`src/rtl/sr_flag_sequencer.sv`:
```
// sr_flag_sequencer: arbitrates two requesters and pulses one SR flag in a bank, then verifies Q readback.
module sr_flag_sequencer #(
    parameter int N_FLAGS   = 8,
    parameter int IDX_W     = 3,
    parameter int PULSE_CYC = 2
) (
    input  logic               clk,
    input  logic               rst,
    input  logic               a_valid,
    output logic               a_ready,
    input  logic [IDX_W-1:0]   a_idx,
    input  logic               a_op,
    input  logic               b_valid,
    output logic               b_ready,
    input  logic [IDX_W-1:0]   b_idx,
    input  logic               b_op,
    output logic [N_FLAGS-1:0] s_out,
    output logic [N_FLAGS-1:0] r_out,
    output logic               ff_en,
    input  logic [N_FLAGS-1:0] q_in,
    output logic               done,
    output logic               err,
    output logic               done_src
);
    typedef enum logic [1:0] {IDLE, PULSE, CHECK} state_t;
    state_t state, state_nx;
    logic [3:0] cnt;
    logic [IDX_W-1:0] idx, sel_idx;
    logic op, src, rr;
    logic grant_a, grant_b, accept, in_rng, qbit;
    logic [N_FLAGS-1:0] onehot;
    always_comb begin
        grant_a  = a_valid & (~b_valid | ~rr);
        grant_b  = b_valid & (~a_valid | rr);
        accept   = ~rst & (state == IDLE) & (grant_a | grant_b);
        sel_idx  = grant_b ? b_idx : a_idx;
        in_rng   = 32'(idx) < N_FLAGS;
        onehot   = N_FLAGS'(1) << idx;
        qbit     = |(q_in & onehot);
        state_nx = state;
        case (state)
            IDLE:    if (accept) state_nx = (32'(sel_idx) < N_FLAGS) ? PULSE : CHECK;
            PULSE:   if (cnt == 4'(PULSE_CYC - 1)) state_nx = CHECK;
            CHECK:   state_nx = IDLE;
            default: state_nx = IDLE;
        endcase
        // every output is gated by rst so the bank never sees S and R together, even mid-reset
        a_ready  = ~rst & (state == IDLE) & grant_a;
        b_ready  = ~rst & (state == IDLE) & grant_b;
        ff_en    = ~rst & (state == PULSE);
        s_out    = (ff_en & op) ? onehot : '0;
        r_out    = (ff_en & ~op) ? onehot : '0;
        done     = ~rst & (state == CHECK);
        err      = done & (~in_rng | (qbit != op));
        done_src = done & src;
    end
    always_ff @(posedge clk) begin
        if (rst) begin
            state <= IDLE;
            cnt   <= '0;
            idx   <= '0;
            op    <= 1'b0;
            src   <= 1'b0;
            rr    <= 1'b0;
        end else begin
            state <= state_nx;
            cnt   <= (state == PULSE) ? cnt + 4'd1 : '0;
            if (accept) begin
                idx <= sel_idx;
                op  <= grant_b ? b_op : a_op;
                src <= grant_b;
                rr  <= grant_a;
            end
        end
    end
endmodule

```
`config.mk`:
```
export PLATFORM = sky130hd
export DESIGN_NAME = sr_flag_sequencer
export DESIGN_NICKNAME = d
export VERILOG_FILES = /design/src/rtl/sr_flag_sequencer.sv
export SDC_FILE = /design/constraint.sdc
export NUM_CORES = 1
export LEC_CHECK = 0
export CAP_MARGIN = 10
export CORE_UTILIZATION = 41
export DETAILED_ROUTE_END_ITERATION = 8
export PLACE_DENSITY = 0.82
export REMOVE_ABC_BUFFERS = 1
export SYNTH_ARGS = -nofsm -noshare
export SYNTH_HDL_FRONTEND = slang
export SYNTH_SLANG_ARGS = --single-unit
```
`constraint.sdc`:
```
create_clock -name clk -period 1.8 [get_ports clk]
set_input_delay 0.18 -clock clk [delete_from_list [all_inputs] [get_ports clk]]
set_output_delay 0.18 -clock clk [all_outputs]
set_load 0.03 [all_outputs]
```
==> metrics list, run 1 <==
* Run status: complete, no violations
- The detailed router placed 866 vias in this run.
- Measured against its own limit, the worst slew margin works out to 75.38%.
- Dpl ws: 94.79 ps
- Clock skew on the completed layout was measured at 5.238 ps.
- Peak supply drop: 0.0004975 V
- Counting I/O delays and the setup requirement, the final critical path takes 1786 ps.
- At the end of routability-driven placement, the weighted congestion stood at 0.7446.
* Tot Pwr: 794.6 uW
* DRC violation total after the first TritonRoute iteration: 10
- Leaving out fill and tap cells, the most frequent cells in the layout are 28 x buf_4, 19 x clkdlybuf4s50_1, 18 x nor2_1, 11 x dfxtp_1, 6 x a21oi_1.
* Synth warn: 0
* Total GRT Usage: 19.46%
- Once detailed placement completed, the half-perimeter wirelength came to 1.615 mm.
* Final #Nets: 168
- Clk slew on worst S/H paths: 80 ps
- Max-slew violation count: 0
- TritonCTS built the clock tree.
* Worst hold slack across all endpoints: 479.0 ps
- The synthesized design contains 12 register bits.
- For this run, design rule violations remaining after detail routing come to 0.
- The finished cells cover 1219 sq um.
* Power density normalized to cell area: 652.0 nW/um^2
* Worst path arrival time: 1610 ps
* Reg area: 244.0 sq um
* Leading cell type in the layout, fill and taps excluded: buf_4
- Number of failing setup endpoints in the final timing report: 0
- In this run, synthesis inferred 0 flip-flops with an integrated enable.
* Number of buffers added by the clock tree synthesis step: 3
- Fraction of layout cells with a size suffix above 1: 24.83%
- Entering global routing, the biggest net connects 11 pins.
* Static Leak: 0.4996 nW
- Core ar.: 1764 sq um
- Overall die area: 2099 sq um
* Vias per std cell: 5.094
* Die width: 45.81 um
- Data required time of the worst path: 1620 ps
* Worst Slack Setup Final: 14.27 ps
* Sequential area share after synthesis: 30.52%
- Startpoint type of the worst setup path: register
* Worst Path Max Fanout: 8
- The multi-input combinational cells in the finished layout cover a total of 495.5 sq um.
- Post-synthesis cell count: 100
* Worst-case clock buffer depth: 2
- Router iterations before antenna repair: 5
- The via count of the first global-routing pass came to 742.
- The final critical path takes up 99.21% of the cycle.
* Total gr overflow: 0
* Class of the tightest hold or removal check: reg -> reg
* Wirelength per Cell: 11.38 um
- Final antenna-violating net count: 0
- Count of fill cells added during filler insertion: 163
* Clk sink count: 12
- RSZ-0062 raised after global routing: yes
- For this design the top-level I/O count stands at 42.
- Routed wire length: 1.935 mm
* Post-synth design cell area: 787.0 sq um
- Yosys mapped the design onto 26 distinct sky130hd cell types.
- The number of hold-slack violations in the final timing report came to 0.
- 0 antenna diodes ended up in the layout.
- Fmax: 560.0 MHz
* Post-synth ARST share: 0%
* Util after Layout: 69.08%
- The setup path with the least slack is of type reg -> out.
- Starting density of the core: 44.61%
- Average cell area after synthesis: 7.870 sq um
- Among all flip-flop cells after synthesis, the most frequent one is dfxtp_1.
- Worst Setup End Kind: primary output
- Root buffer selected by CTS: clkbuf_4
- From synthesis to final layout, the design area changed by 54.85%.
- Chip Height: 45.81 um
- Initial antenna violation count: 0
* Hold_buf cts: 0
* Number of max-cap violations: 0
* Number of cell rows: 15
* Total number of H-tree levels: 1
- The first global-routing pass estimated 2.987 mm of wire.
- Slew of the pin with the lowest slew margin: 366.5 ps
- Clock insertion delay at the later pin of the skew report: 280 ps
- Area post-placement: 1179 sq um
- The count of buffers added on input and output ports is 41.
-- sequential cells by signal, indices dropped and copies added, names as in the netlist --
name and count:
cnt 4, rr 1, state 2, op 1
src 1, idx 3
-- critical path, cell delays in order, from the launching register on --
cell     delay [ps]
dfxtp_4         380
mux2i_1         120
mux4_2          480
mux2i_1         170
buf_4           180
-- kinds of logic after synthesis --
kind of cell | count (synthesis) | share of synthesized area [%]
XOR/XNOR | 2 | 2.226
AO/OA/AOI/OAI | 17 | 14.15
AND/OR/NAND/NOR | 52 | 34.18
flip-flops | 12 | 30.52
multiplexers | 6 | 9.221
buffers and inverters | 9 | 6.518
adder cells (fa/ha/maj) | 2 | 3.179
-- cells in the mapped netlist, types with 2 or more instances --
| cell | count | area (sq um) |
|---|---|---|
| nor2_1 | 18 | 67.56 |
| dfxtp_1 | 12 | 240.2 |
| a21oi_1 | 6 | 30.03 |
| a311oi_1 | 5 | 43.79 |
| mux2i_1 | 5 | 50.05 |
| nand2_1 | 5 | 18.77 |
| nand3b_1 | 5 | 37.54 |
| nor3_1 | 5 | 25.02 |
| nand2b_1 | 4 | 25.02 |
| nor2b_1 | 4 | 25.02 |
| nor3b_1 | 4 | 30.03 |
| o21ai_0 | 4 | 20.02 |
| inv_1 | 3 | 11.26 |
| nand3_1 | 3 | 15.01 |
| and2_1 | 2 | 12.51 |
| buf_2 | 2 | 10.01 |
| buf_6 | 2 | 22.52 |
| clkbuf_1 | 2 | 7.510 |
| ha_1 | 2 | 25.02 |
-- stage by stage --
step / TNS, ps / cells
2_1_floorplan: -370.1 / 94
3_3_place_gp: 0 / 166
3_5_place_dp: 0 / 166
4_1_cts: 0 / 170
5_1_grt: -120.9 / 170
6_report: 0 / 170
-- timing repair --
item	4_1_cts	5_1_grt
gates cloned	0	0
setup buffers	0	0
setup endpoints to repair	1	2
gates resized for setup	2	0
-- path summary, 6_finish.rpt --
path	from	end	slack [ps]	cells after the start
max	idx[0]	err	10	4
max reg2reg	state[1]	idx[1]	420	4
min	cnt[0]	cnt[0]	480	1
min reg2reg	cnt[0]	cnt[0]	480	1
-- report_power, final --
part | leakage (nW) | internal (mW) | total, mW | switching, mW
registers | 0.0991 | 0.292 | 0.324 | 0.0320
clock network | 0.0210 | 0.123 | 0.217 | 0.0935
logic | 0.380 | 0.132 | 0.254 | 0.122
total | 0.500 | 0.547 | 0.795 | 0.248
-- layer usage --
metal / GRT usage [%] / part of all wire [%] / up-vias
li1: - / - / 441
met1: 22.09 / 43 / 390
met2: 35.71 / 52 / 31
met3: 2.381 / 4.2 / 4
met4: 8.824 / 1.1 / 0
met5: 0 / 0 / -
-- cell type report --
class / instances / area share, %
flip-flops and latches: 12 / 20.02
multi-input cells: 79 / 40.66
well taps: 25 / 2.567
clock buffers: 4 / 2.977
inverters: 3 / 0.9240
repair buffers: 47 / 32.85
Note: power is estimated with default switching activity, not from simulation.
==> run 2, diff against run 1 <==
--- a/config.mk
+++ b/config.mk
@@ -6,10 +6,13 @@
 export NUM_CORES = 1
 export LEC_CHECK = 0
 export CAP_MARGIN = 10
+export CORE_MARGIN = 5
 export CORE_UTILIZATION = 41
 export DETAILED_ROUTE_END_ITERATION = 8
+export GPL_TIMING_DRIVEN = 0
 export PLACE_DENSITY = 0.82
 export REMOVE_ABC_BUFFERS = 1
+export SKIP_LAST_GASP = 1
 export SYNTH_ARGS = -nofsm -noshare
 export SYNTH_HDL_FRONTEND = slang
 export SYNTH_SLANG_ARGS = --single-unit
==> run 2 against run 1 <==
Effect of this change: the run now ends with negative setup slack left; sequential power rose by 3%; first-iteration DRC count is 30% lower; cell count is 3.5% lower; combinational power shrank 8.3%; sequential cell count unchanged; setup slack got worse by 21 ps; clock power barely moved; register-to-register slack better by 190 ps; clock skew barely moved; maximum frequency decreased by 1.2%; global-route usage shrank 3.1 points.
==> metrics list, run 2 (synthesized netlist as in run 1, its figures left out) <==
* Number of failing setup endpoints in the final timing report: 1
- Register with the highest flop count: cnt
* Part of the power in registers: 42.7%
* Data required time of the worst path: 1620 ps
- Max_slew headroom: 68.91%
- Core ar.: 1783 sq um
* Router iterations before antenna repair: 4
- Final antenna-violating net count: 0
* Fraction of layout cells with a size suffix above 1: 23.02%
* Count of fill cells added during filler insertion: 163
* Relative area change from synthesis to final layout: 48.97%
* Peak supply drop: 0.0004245 V
* Path depth of the worst reg2reg path: 3
- Clock Power Share: 27.7%
- First-pass GRT wire length: 3.443 mm
- Based on the critical path, the design can be clocked at up to 553.5 MHz.
- CTS built an H-tree with a depth of 1.
- After clock tree synthesis, the clock-pin slew on the worst setup and hold paths is 80 ps.
- For flop-to-flop paths, the worst setup slack is 610 ps.
- Placed Cells incl. Taps: 160
* CP dominant cell by count: mux2i_1
* Total inserted antenna cells: 0
- After global routing the overflow that remains totals 0.
- Clock period minus worst slack: 1807 ps
* Flip-flop count of the largest register, all copies and words added: 4
- Class of the tightest hold or removal check: in -> reg
- STA classifies the critical path endpoint as a primary output.
* Wirelength per Cell: 13.04 um
- Entering global routing, the biggest net connects 11 pins.
* Final Hold Vio Count: 0
- Fin Clk Skew: 5.704 ps
- The HPWL after detailed placement is 1.776 mm.
- Total GRT Usage: 16.38%
* Power density normalized to cell area: 669.3 nW/um^2
- The endpoint identified for the worst register-to-register timing path is idx[0].
- Max-slew violation count: 0
- Logic gate share of total power: 29.7%
* Registers with the highest flip-flop counts: cnt (4), idx (3), state (2)
- Vias after detailed routing: 828
- After layout, the worst setup slack is -6.651 ps.
* Clk sink count: 12
* Static Leak: 0.4611 nW
- The final layout contains 162 nets.
* Filler-free cell count of the finished design: 164
- The worst register-to-register path begins at rr.
- The initial antenna violation count was 0.
* Num ports: 42
* Number of buffers added by the clock tree synthesis step: 3
- For this run, design rule violations remaining after detail routing come to 0.
- Slew of the pin with the lowest slew margin: 466.3 ps
- Final setup TNS: -6.651 ps
- Setup repair after global routing could not meet its margin everywhere.
- The clock passes through at most 2 buffers.
- Dividing the detail-routed via count by the number of cells gives 5.049.
* Proportion of total power due to net switching: 31.87%
- The signal on the critical path passes through mux2i_1 -> mux4_2 -> mux2i_1 -> buf_4.
- DRC violation total after the first TritonRoute iteration: 7
- Number of max-cap violations: 0
* Routed wire length: 2.138 mm
- Port buffering added 41 buffers.
- Number of global-route vias before repair: 876
- Chip Height: 53.81 um
- Endpoint of the worst hold-timing path: src
* CP delay by family, top: multiplexers
- The analysis attributes to net switching a power of 250.1 uW.
- Commonest cells after routing, fill and taps aside: 18 x nor2_1, 18 x clkdlybuf4s50_1, 14 x clkbuf_2, 9 x dfxtp_1, 6 x a21oi_1
- Internal power comes to 534.6 uW.
- Master of the slowest instance on the critical path: mux4_2
- Worst Path Max Fanout: 8
* Startpoint type of the worst setup path: register
* Category of the most critical setup path: reg -> out
- Root buffer selected by CTS: clkbuf_4
* CTS tree: yes
* Cells on Worst Hold Path: 2
- Post-CTS Repair Setup Buffers: 0
- The floorplan has 15 rows.
- Hold Path Origin: rst
- The later pin in the worst-skew pair is clocked with a latency of 280 ps.
* Share of the clock period used by the worst path after layout: 100.4%
- Sum of buffers and inverters on the critical path: 1
- In this run the horizontal extent of the chip is 53.81 um.
* Run status: finished with violations
* Worst path arrival time: 1630 ps
* Starting density of the core: 44.14%
- Routability-driven placement finished with a final weighted congestion of 0.6922.
- Violations in the final reports: negative setup slack
- The floorplan step defined a die boundary enclosing 2896 sq um.
* Delay of the slowest critical-path stage: 490 ps
-- run 2: timing repair --
item	in CTS	in global routing
resized for setup	56	26
hold buffers	0	0
setup endpoints to repair	22	21
-- run 2: metrics by stage --
step	utilization (%)	hold WS [ps]	area (sq um)	setup slack (ps)	total power, mW
finish	65.75	478.0	1172	-6.651	0.7847
CTS	69.47	463.3	1239	-28.56	0.7920
global route	65.75	473.8	1172	-99.16	0.8380
global placement	66.67	447.3	1189	-635.9	0.5647
floorplan	-	249.1	747.0	-308.3	0.4703
detailed placement	66.67	460.2	1189	-675.3	0.5734
-- run 2: per-layer routing --
metal	share of wire (%)	GRT usage [%]	vias up
met3	8.8	4.155	5
met4	2.4	10.21	0
met1	40	16.17	366
li1	-	-	425
met2	48	30.04	32
met5	0	0	-
-- run 2: final cells by class --
| type | count | area [sq um] | area share, % |
|---|---|---|---|
| Tap cell | 25 | 31.28 | 2.668 |
| Clock buffer | 4 | 36.28 | 3.095 |
| Timing Repair Buffer | 41 | 332.8 | 28.39 |
| Multi-Input combinational cell | 79 | 514.2 | 43.86 |
| Sequential cell | 12 | 246.5 | 21.02 |
| Inverter | 3 | 11.26 | 0.9605 |
-- run 2: worst max path at each step --
stage	start	end	cells after the start	slack, ps
after floorplan	state[1]	err	3	-310
after global placement	rst	b_ready	4	-640
after detailed placement	rst	b_ready	4	-680
after CTS	idx[0]	err	4	-30
after global routing	state[0]	s_out[4]	4	-100
final	idx[0]	err	4	-7
-- run 2: power groups by stage --
stage | clock network, mW | registers, mW | logic, mW
after global routing | 0.244 | 0.340 | 0.255
after detailed placement | 0 | 0.335 | 0.239
final | 0.217 | 0.335 | 0.233
after global placement | 0 | 0.333 | 0.231
after floorplan | 0 | 0.325 | 0.145
after CTS | 0.223 | 0.334 | 0.234
